<file path="config.mk">
export PLATFORM = sky130hd
export DESIGN_NAME = ir_alu_core_flat
export DESIGN_NICKNAME = d
export VERILOG_FILES = /design/src/rtl/ir_alu_if.sv /design/src/rtl/ir_alu_core.sv /design/src/flat_wrapper.sv
export SDC_FILE = /design/constraint.sdc
export NUM_CORES = 2
export LEC_CHECK = 0
export BUFFER_PORTS_ARGS = -buffer_cell sky130_fd_sc_hd__buf_4
export CORE_MARGIN = 8
export CORE_UTILIZATION = 50
export CTS_CLUSTER_DIAMETER = 40
export DETAILED_ROUTE_END_ITERATION = 10
export PLACE_DENSITY = 0.66
export SYNTH_ARGS = -nofsm -noshare
export SYNTH_HDL_FRONTEND = slang
export SYNTH_SLANG_ARGS = --single-unit
</file>
<file path="constraint.sdc">
create_clock -name clk -period 11.8 [get_ports clk]
set_input_delay 0.59 -clock clk [delete_from_list [all_inputs] [get_ports clk]]
set_output_delay 0.59 -clock clk [all_outputs]
set_load 0.1 [all_outputs]
</file>
<file path="src/rtl/ir_alu_if.sv">
// ir_alu_if
// Groups the instruction, GPR side-port and result signals of ir_alu_core.
//   master : drives instr_valid/instr, the GPR side-port write and the read
//            address; observes gpr_rd_data, ir_q, result, result_valid, sgpr.
//   slave  : the execute core itself (mirror directions).
interface ir_alu_if;
  logic        instr_valid;
  logic [31:0] instr;
  logic        gpr_wr_en;
  logic [4:0]  gpr_wr_addr;
  logic [15:0] gpr_wr_data;
  logic [4:0]  gpr_rd_addr;
  logic [15:0] gpr_rd_data;
  logic [31:0] ir_q;
  logic [15:0] result;
  logic        result_valid;
  logic [15:0] sgpr;

  modport master (
    output instr_valid, instr, gpr_wr_en, gpr_wr_addr, gpr_wr_data, gpr_rd_addr,
    input  gpr_rd_data, ir_q, result, result_valid, sgpr
  );

  modport slave (
    input  instr_valid, instr, gpr_wr_en, gpr_wr_addr, gpr_wr_data, gpr_rd_addr,
    output gpr_rd_data, ir_q, result, result_valid, sgpr
  );
endinterface

</file>
<file path="src/rtl/ir_alu_core.sv">
// ir_alu_core
// Instruction register plus ALU execute stage. An accepted instruction is
// latched into IR on one edge and executed against the 32 x 16-bit GPR file
// (and SGPR, the upper half of multiply products) on the following edge.
// Ports:
//   clk   : rising-edge clock
//   rst_n : asynchronous active-low reset; clears IR, GPRs, SGPR, result
//   bus   : ir_alu_if.slave -- instruction input, GPR side port
//           (write/combinational read), ir_q, result/result_valid, sgpr
module ir_alu_core (
  input  logic      clk,
  input  logic      rst_n,
  ir_alu_if.slave   bus
);
  localparam int DATA_W = 16;

  typedef enum logic [4:0] {
    OP_MOVSGPR = 5'd0,
    OP_MOV     = 5'd1,
    OP_ADD     = 5'd2,
    OP_SUB     = 5'd3,
    OP_MUL     = 5'd4,
    OP_OR      = 5'd5,
    OP_AND     = 5'd6,
    OP_XOR     = 5'd7,
    OP_XNOR    = 5'd8,
    OP_NAND    = 5'd9,
    OP_NOR     = 5'd10,
    OP_NOT     = 5'd11
  } op_e;

  logic [31:0]       ir_p0;
  logic              vld_p0;
  logic [DATA_W-1:0] gpr [32];
  logic [DATA_W-1:0] sgpr_q;
  logic [DATA_W-1:0] result_p1;
  logic              vld_p1;

  logic [4:0]          oper_type;
  logic [4:0]          rdst;
  logic [4:0]          rsrc1;
  logic                mode;
  logic [4:0]          rsrc2;
  logic [DATA_W-1:0]   isrc;
  logic [DATA_W-1:0]   src1;
  logic [DATA_W-1:0]   src2;
  logic [2*DATA_W-1:0] prod;
  logic [DATA_W-1:0]   alu_res;
  logic                wr_gpr;
  logic                wr_sgpr;

  assign oper_type = ir_p0[31:27];
  assign rdst      = ir_p0[26:22];
  assign rsrc1     = ir_p0[21:17];
  assign mode      = ir_p0[16];
  assign rsrc2     = ir_p0[15:11];
  assign isrc      = ir_p0[15:0];

  assign src1 = gpr[rsrc1];
  assign src2 = mode ? isrc : gpr[rsrc2];
  assign prod = {{DATA_W{1'b0}}, src1} * {{DATA_W{1'b0}}, src2};

  always_comb begin
    alu_res = '0;
    wr_gpr  = 1'b1;
    wr_sgpr = 1'b0;
    case (oper_type)
      OP_MOVSGPR: alu_res = sgpr_q;
      OP_MOV:     alu_res = mode ? isrc : src1;
      OP_ADD:     alu_res = src1 + src2;
      OP_SUB:     alu_res = src1 - src2;
      OP_MUL: begin
        alu_res = prod[DATA_W-1:0];
        wr_sgpr = 1'b1;
      end
      OP_OR:      alu_res = src1 | src2;
      OP_AND:     alu_res = src1 & src2;
      OP_XOR:     alu_res = src1 ^ src2;
      OP_XNOR:    alu_res = ~(src1 ^ src2);
      OP_NAND:    alu_res = ~(src1 & src2);
      OP_NOR:     alu_res = ~(src1 | src2);
      OP_NOT:     alu_res = mode ? ~isrc : ~src1;
      default:    wr_gpr  = 1'b0;   // opcodes 12..31 are NOPs
    endcase
  end

  // Stage p0: instruction register and execute flag
  always_ff @(posedge clk or negedge rst_n) begin
    if (!rst_n) begin
      ir_p0  <= '0;
      vld_p0 <= 1'b0;
    end else begin
      if (bus.instr_valid) ir_p0 <= bus.instr;
      vld_p0 <= bus.instr_valid;
    end
  end

  // Stage p1: register-file / SGPR writeback and result
  always_ff @(posedge clk or negedge rst_n) begin
    if (!rst_n) begin
      for (int i = 0; i < 32; i++) gpr[i] <= '0;
      sgpr_q    <= '0;
      result_p1 <= '0;
      vld_p1    <= 1'b0;
    end else begin
      if (bus.gpr_wr_en) gpr[bus.gpr_wr_addr] <= bus.gpr_wr_data;
      // Later assignment: the execute write overrides a same-address side write.
      if (vld_p0 && wr_gpr) begin
        gpr[rdst] <= alu_res;
        result_p1 <= alu_res;
      end
      if (vld_p0 && wr_sgpr) sgpr_q <= prod[2*DATA_W-1:DATA_W];
      vld_p1 <= vld_p0 && wr_gpr;
    end
  end

  assign bus.gpr_rd_data  = gpr[bus.gpr_rd_addr];
  assign bus.ir_q         = ir_p0;
  assign bus.result       = result_p1;
  assign bus.result_valid = vld_p1;
  assign bus.sgpr         = sgpr_q;
endmodule

</file>
<file path="src/flat_wrapper.sv">
// flat-port wrapper written by rule: the top's interface ports become plain ports
module ir_alu_core_flat 
  (clk, rst_n, bus_instr_valid, bus_instr, bus_gpr_wr_en, bus_gpr_wr_addr, bus_gpr_wr_data, bus_gpr_rd_addr, bus_gpr_rd_data, bus_ir_q, bus_result, bus_result_valid, bus_sgpr);
  ir_alu_if bus_i ();
  input  logic clk;
  input  logic rst_n;
  input wire logic [$bits(bus_i.instr_valid)-1:0] bus_instr_valid;
  input wire logic [$bits(bus_i.instr)-1:0] bus_instr;
  input wire logic [$bits(bus_i.gpr_wr_en)-1:0] bus_gpr_wr_en;
  input wire logic [$bits(bus_i.gpr_wr_addr)-1:0] bus_gpr_wr_addr;
  input wire logic [$bits(bus_i.gpr_wr_data)-1:0] bus_gpr_wr_data;
  input wire logic [$bits(bus_i.gpr_rd_addr)-1:0] bus_gpr_rd_addr;
  output wire logic [$bits(bus_i.gpr_rd_data)-1:0] bus_gpr_rd_data;
  output wire logic [$bits(bus_i.ir_q)-1:0] bus_ir_q;
  output wire logic [$bits(bus_i.result)-1:0] bus_result;
  output wire logic [$bits(bus_i.result_valid)-1:0] bus_result_valid;
  output wire logic [$bits(bus_i.sgpr)-1:0] bus_sgpr;
  assign bus_i.instr_valid = bus_instr_valid;
  assign bus_i.instr = bus_instr;
  assign bus_i.gpr_wr_en = bus_gpr_wr_en;
  assign bus_i.gpr_wr_addr = bus_gpr_wr_addr;
  assign bus_i.gpr_wr_data = bus_gpr_wr_data;
  assign bus_i.gpr_rd_addr = bus_gpr_rd_addr;
  assign bus_gpr_rd_data = bus_i.gpr_rd_data;
  assign bus_ir_q = bus_i.ir_q;
  assign bus_result = bus_i.result;
  assign bus_result_valid = bus_i.result_valid;
  assign bus_sgpr = bus_i.sgpr;
  ir_alu_core u_core (.clk(clk), .rst_n(rst_n), .bus(bus_i));
endmodule
</file>
## Word-level counts from Yosys, hierarchy flattened

Cells that the tools add are included.

| word-level totals | value |
|---|---|
| word-level logic and storage cells | 100 |
| register bits | 578 |

| operators by class | value |
|---|---|
| bitwise operators | 13 |
| mux-type cells | 23 |
| magnitude comparators | 7 |
| reductions and logical operators | 6 |
| add/sub/neg operators | 2 |
| multiply operators | 1 |
| eq/ne operators | 11 |

Operator list:

| kind | count |
|---|---|
| bitwise mux 512 bit | 2 |
| two-way mux 512 bit | 2 |
| binary-select mux 16 bit (select 5 bit) | 3 |
| one-hot mux 16 bit (12 select lines) | 1 |
| two-way mux 16 bit | 11 |
| demux 16 bit (select 5 bit) | 2 |
| inverter 16 bit | 5 |
| multiplier 16 x 16 -> 32 bit | 1 |
| greater-or-equal comparator 6 bit, second input constant | 5 |
| inverter 5 -> 6 bit | 5 |
| equality test 5 x 3 -> 1 bit, second input constant | 4 |
| equality test 5 x 4 -> 1 bit, second input constant | 4 |
| adder 16 bit | 1 |
| bitwise AND 16 bit | 1 |
| bitwise OR 16 bit | 1 |
| subtractor 16 bit | 1 |
| bitwise XOR 16 bit | 1 |
| less-than comparator 6 x 1 -> 1 bit, second input constant | 2 |
| OR reduction 12 bit | 1 |
| equality test 5 x 2 -> 1 bit, second input constant | 2 |
| equality test 5 x 1 -> 1 bit, second input constant | 1 |
| logical NOT 5 bit | 1 |
| logical AND 1 bit | 4 |
| two-way mux 1 bit | 2 |

## Depth between registers and ports, before layout

| logic depth | value |
|---|---|
| word-level depth | 10 |
| depth in mapped cells | 38 |
| depth with buffers taken out | 32 |

## Least setup slack after synthesis

Ideal clock, no wire load.

| path | value |
|---|---|
| kind | reg-to-reg |
| from | reg u_core.ir_p0[17], in the netlist u_core.bus.ir_q[17] |
| to | reg u_core.sgpr_q[14], in the netlist u_core.bus.sgpr[14] |
| slack | 2556 ps |
| arrival time | 9108 ps |
| stages on the path, launching flop included | 34 |
| cell sequence | dfrtp_1 buf_2 buf_4 buf_6 buf_2 buf_2 mux4_2 mux4_2 mux2i_1 clkbuf_1 clkinv_1 ha_1 fa_1 inv_1 fa_1 fa_1 inv_1 fa_1 fa_1 inv_1 fa_1 inv_1 ha_1 a21oi_1 o21bai_1 a31oi_1 a21oi_1 a21oi_1 a211o_1 o21ai_0 a21o_1 a21oi_1 xor2_1 o21ai_0 |

| between the ends | value |
|---|---|
| longest elaborated chain between the ends | 5 |

RTL lines:

| item | line | RTL |
|---|---|---|
| start, declared | ir_alu_core.sv:32 | `logic [31:0] ir_p0;` |
| start signal, assigned | ir_alu_core.sv:93 | `if (bus.instr_valid) ir_p0 <= bus.instr;` |
| inverter 5 -> 6 bit (not written as such) | ir_alu_core.sv:59 | `assign src1 = gpr[rsrc1];` |
| binary-select mux 16 bit (select 5 bit) | ir_alu_core.sv:59 |  |
| two-way mux 16 bit (not written as such) (2 in a row) | ir_alu_core.sv:59 |  |
| multiplier 16 x 16 -> 32 bit | ir_alu_core.sv:61 | `assign prod = {{DATA_W{1'b0}}, src1} * {{DATA_W{1'b0}}, src2};` |
| end signal, assigned | ir_alu_core.sv:112 | `if (vld_p0 && wr_sgpr) sgpr_q <= prod[2*DATA_W-1:DATA_W];` |
| end, declared | ir_alu_core.sv:35 | `logic [DATA_W-1:0] sgpr_q;` |

Every way passes these cells. The select of a mux whose other input is x is not followed.
A chain may end at the register's enable or synchronous reset.

## Worst setup path in the final report

| path | value |
|---|---|
| from | reg u_core.ir_p0[11], in the netlist u_core.bus.ir_q[11] |
| to | reg u_core.gpr[333] in the netlist's numbering |

| between the ends | value |
|---|---|
| longest elaborated chain between the ends | 10 |
| elaborated cells on any way between the ends | 17 |
| classes of those cells | add/sub: 2; mul: 1; mux: 7; bitwise: 7 |

RTL lines:

| item | line | RTL |
|---|---|---|
| inverter 5 -> 6 bit (not written as such) | ir_alu_core.sv:60 | `assign src2 = mode ? isrc : gpr[rsrc2];` |
| binary-select mux 16 bit (select 5 bit) | ir_alu_core.sv:60 |  |
| two-way mux 16 bit (not written as such) (2 in a row) | ir_alu_core.sv:60 |  |
| two-way mux 16 bit * | ir_alu_core.sv:60 |  |
| parallel branches: the longest is 2 deep, another holds multiplier 16 x 16 -> 32 bit | -- |  |
| one-hot mux 16 bit (12 select lines) * | ir_alu_core.sv:67 | `case (oper_type)` |
| bitwise mux 512 bit * | ir_alu_core.sv:109 | `gpr[rdst] <= alu_res;` |
| two-way mux 512 bit * | ir_alu_core.sv:108 | `if (vld_p0 && wr_gpr) begin` |
| end signal, assigned by index | ir_alu_core.sv:106 | `if (bus.gpr_wr_en) gpr[bus.gpr_wr_addr] <= bus.gpr_wr_data;` |
| end signal, assigned by index | ir_alu_core.sv:109 |  |
| end, declared | ir_alu_core.sv:34 | `logic [DATA_W-1:0] gpr [32];` |

Mark *: on every way between the ends. The select of a mux whose other input is x is not followed.

==> out/qor.json <==
{
  "outcome": {"value": "completed"},
  "rsz_0062_raised_after_global_routing": {"value": "false"},
  "rows": {"value": 115},
  "clkSinkCount": {"value": 578},
  "setup_tns": {"value": 0, "unit": "ps"},
  "async_flop_share": {"value": 100.0, "unit": "%"},
  "drt_pre_antenna_iters": {"value": 8},
  "grt_first_pass_wirelength": {"value": 271.7, "unit": "mm"},
  "insertion_delay": {"value": 710, "unit": "ps"},
  "fin_nets": {"value": 5093},
  "drtAntennaViolNets": {"value": 0},
  "cpPeakStageDelay": {"value": 930, "unit": "ps"},
  "htree_levels": {"value": 3},
  "worst_hold_path_type": {"value": "in2reg"},
  "crit_path_top_delay_cell": {"value": "nor2_4"},
  "achievable-frequency": {"value": 98.57, "unit": "MHz"},
  "crit_arrival": {"value": 10650, "unit": "ps"},
  "maximum_number_of_pins_on_one_net_before_global_route_repair": {"value": 157},
  "final.hold.worst_slack": {"value": 119.7, "unit": "ps"},
  "postSynthAreaPerCell": {"value": 10.44, "unit": "sq um"},
  "critical_path.endpoint_type": {"value": "flip-flop"},
  "synth.lib_cells_used.distinct": {"value": 80},
  "finalCriticalPeriod": {"value": 10150, "unit": "ps"},
  "worstHoldStart": {"value": "bus_instr[0]"},
  "hpwlAfterDp": {"value": 120.4, "unit": "mm"},
  "postPlaceCellArea": {"value": 0.05153, "unit": "sq mm"},
  "yosys_most_used_dff": {"value": "dfrtp_1"},
  "slew-limit-headroom": {"value": 10.81, "unit": "%"},
  "critPathTopFamily": {"value": "adder cells"},
  "tightestPinTransition": {"value": 1304, "unit": "ps"},
  "detail_route.wl_per_cell": {"value": 30.60, "unit": "microns"},
  "worst_r2r_path_depth": {"value": 33},
  "cts-resized-gates": {"value": 0},
  "multi_input_comb_area": {"value": 0.03223, "unit": "sq mm"},
  "ratio_of_routed_vias_to_standard_cells": {"value": 6.761},
  "fraction_of_the_cycle_the_final_worst_path_needs": {"value": 85.98, "unit": "%"},
  "synth_top_area_cell": {"value": "dfrtp_1"},
  "postLayoutCellArea": {"value": 0.05529, "unit": "sq mm"},
  "most_frequent_cell_after_synthesis": {"value": "nand2_1"},
  "dr.first_iter.drc_count": {"value": 5874},
  "startpoint_type": {"value": "flip-flop"},
  "io_buffers": {"value": 142},
  "cts_setup_buffers": {"value": 0},
  "ctsHoldBuffers": {"value": 1},
  "yosysTopAreaCellShare": {"value": 29.30, "unit": "%"},
  "tritoncts": {"value": "yes"},
  "setup_slack_placement": {"value": 2031, "unit": "ps"},
  "initial_core_util": {"value": 50.30, "unit": "%"},
  "worst-path-buf-inv": {"value": 9},
  "area_of_the_core": {"value": 0.09813, "unit": "sq mm"},
  "overall_die_area": {"value": 0.1090, "unit": "sq mm"},
  "cpMostUsedCell": {"value": "inv_1"},
  "remaining_global_route_overflow": {"value": 0},
  "rr_endpoint": {"value": "u_core.gpr[333]$_DFF_PN0_"},
  "synth.cells.most_frequent": {"value": "nand2_1 (592), dfrtp_1 (578), mux2i_1 (484), mux4_2 (431), o21ai_0 (365)"},
  "ctsRootBufferMaster": {"value": "clkbuf_16"},
  "detail_route.wirelength": {"value": 185.4, "unit": "mm"},
  "worst-path-max-fanout": {"value": 32},
  "setup-violations-final": {"value": 0},
  "grt_antenna_before_repair": {"value": 8},
  "post_synth_main_area_contributors": {"value": "dfrtp_1 (29%), mux4_2 (20%), mux2i_1 (9.8%)"},
  "area_growth_syn_to_layout": {"value": 12.03, "unit": "%"},
  "die_h": {"value": 330.2, "unit": "microns"},
  "worst_slack": {"value": 1655, "unit": "ps"},
  "syn-instance-count": {"value": 4727},
  "drcViolationCount": {"value": 0},
  "report.final.hold_viol_count": {"value": 0},
  "synth_seq_cells": {"value": 578},
  "cts_max_path_buffers": {"value": 3},
  "grt_util_all_layers": {"value": 33.70, "unit": "%"},
  "finalWeightedCongestion": {"value": 0.9430},
  "route.vias.total": {"value": 40970},
  "syn-num-nets": {"value": 5136},
  "cts_bufs_inserted": {"value": 106},
  "critPathKind": {"value": "reg2reg"},
  "first_global_vias": {"value": 39930},
  "timing.max_cap.violations": {"value": 0},
  "reg_to_reg_slack_setup": {"value": 1650, "unit": "ps"},
  "final-seq-area": {"value": 0.01449, "unit": "sq mm"},
  "final_layout_size_suffix_gt1_share": {"value": 23.26, "unit": "%"},
  "synth_area": {"value": 0.04936, "unit": "sq mm"},
  "hold_path_end": {"value": "u_core.bus.ir_q[0]$_DFFE_PN0P_"},
  "final-max-slew-violation-count": {"value": 0},
  "fillCellCount": {"value": 8359},
  "synth_enable_flop_cells": {"value": 0},
  "die-width": {"value": 330.2, "unit": "microns"},
  "startpoint_of_the_lowest_slack_register_to_register_path": {"value": "u_core.bus.ir_q[11]$_DFFE_PN0P_"},
  "io_pins": {"value": 143},
  "timing.hold.worst_path_depth": {"value": 2},
  "clkTransAtPathRegs": {"value": 50, "unit": "ps"},
  "seq_area_frac_synth": {"value": 29.30, "unit": "%"},
  "yosysWarningCount": {"value": 0},
  "clock-skew-final": {"value": 42.81, "unit": "ps"},
  "cp.required": {"value": 12310, "unit": "ps"}
}
## sequential cells by signal, indices dropped and copies added (netlist names)
signal	flops
u_core.bus.result	16
u_core.vld_p0	1
u_core.bus.sgpr	16
u_core.bus.result_valid	1
u_core.gpr	512
u_core.bus.ir_q	32
## through the flow
stage          instances  utilization (%)
2_1_floorplan       4727                -
3_3_place_gp        5862            52.51
3_5_place_dp        5862            52.51
4_1_cts             6054            56.33
5_1_grt             6056            56.34
6_report            6060            56.35
## final cells by class
type,count,share of cell area [%]
timing repair buffer,277,3.867
sequential,578,26.20
clock inverter,66,1.704
tap,1287,2.912
multi-input combinational,3433,58.29
antenna,6,0.02715
inverter,288,1.955
clock buffer,125,5.053
## cell families after synthesis
logic type | synth area share (%)
buffers and inverters | 5.952
AO/OA/AOI/OAI | 10.36
XOR/XNOR | 0.9912
flip-flops | 29.30
AND/OR/NAND/NOR | 9.427
multiplexers | 32.17
adder cells (fa/ha/maj) | 11.79
## per-layer routing
layer  global-route usage [%]  vias up  routed length [microns]
li1                         -    16860                        -
met1                    44.32    20400                    68500
met2                    47.82     3005                    77300
met3                    12.27      698                    26700
met4                    19.40        8                    12860
met5                        0        -                       55
## placed cells by master, fill, tap and decap left out, drive strengths merged, types with 194 or more instances in the layout
| master | Yosys | layout |
|---|---|---|
| a21oi | 208 | 208 |
| buf | 116 | 276 |
| nand2 | 592 | 592 |
| mux4 | 431 | 431 |
| mux2i | 484 | 484 |
| nor2 | 355 | 355 |
| o21ai | 414 | 414 |
| fa | 194 | 194 |
| dfrtp | 578 | 578 |
| inv | 274 | 287 |
## worst max path at each step
stage / startpoint / endpoint / slack, ps / cells past startpoint
final: u_core.bus.ir_q[11]$_DFFE_PN0P_ / u_core.gpr[333]$_DFF_PN0_ / 1650 / 33
after CTS: u_core.bus.ir_q[11]$_DFFE_PN0P_ / u_core.gpr[333]$_DFF_PN0_ / 1960 / 33
after global routing: u_core.bus.ir_q[11]$_DFFE_PN0P_ / u_core.gpr[333]$_DFF_PN0_ / 1370 / 31
after floorplan: u_core.bus.ir_q[17]$_DFFE_PN0P_ / u_core.bus.sgpr[14]$_DFFE_PN0P_ / 2560 / 33
after global placement: u_core.bus.ir_q[11]$_DFFE_PN0P_ / u_core.gpr[253]$_DFF_PN0_ / 2070 / 33
after detailed placement: u_core.bus.ir_q[11]$_DFFE_PN0P_ / u_core.gpr[61]$_DFF_PN0_ / 2030 / 31
Power is left out: the tool's default activity adds up to more than one toggle a clock period on the data nets, which glitch-free logic cannot reach.
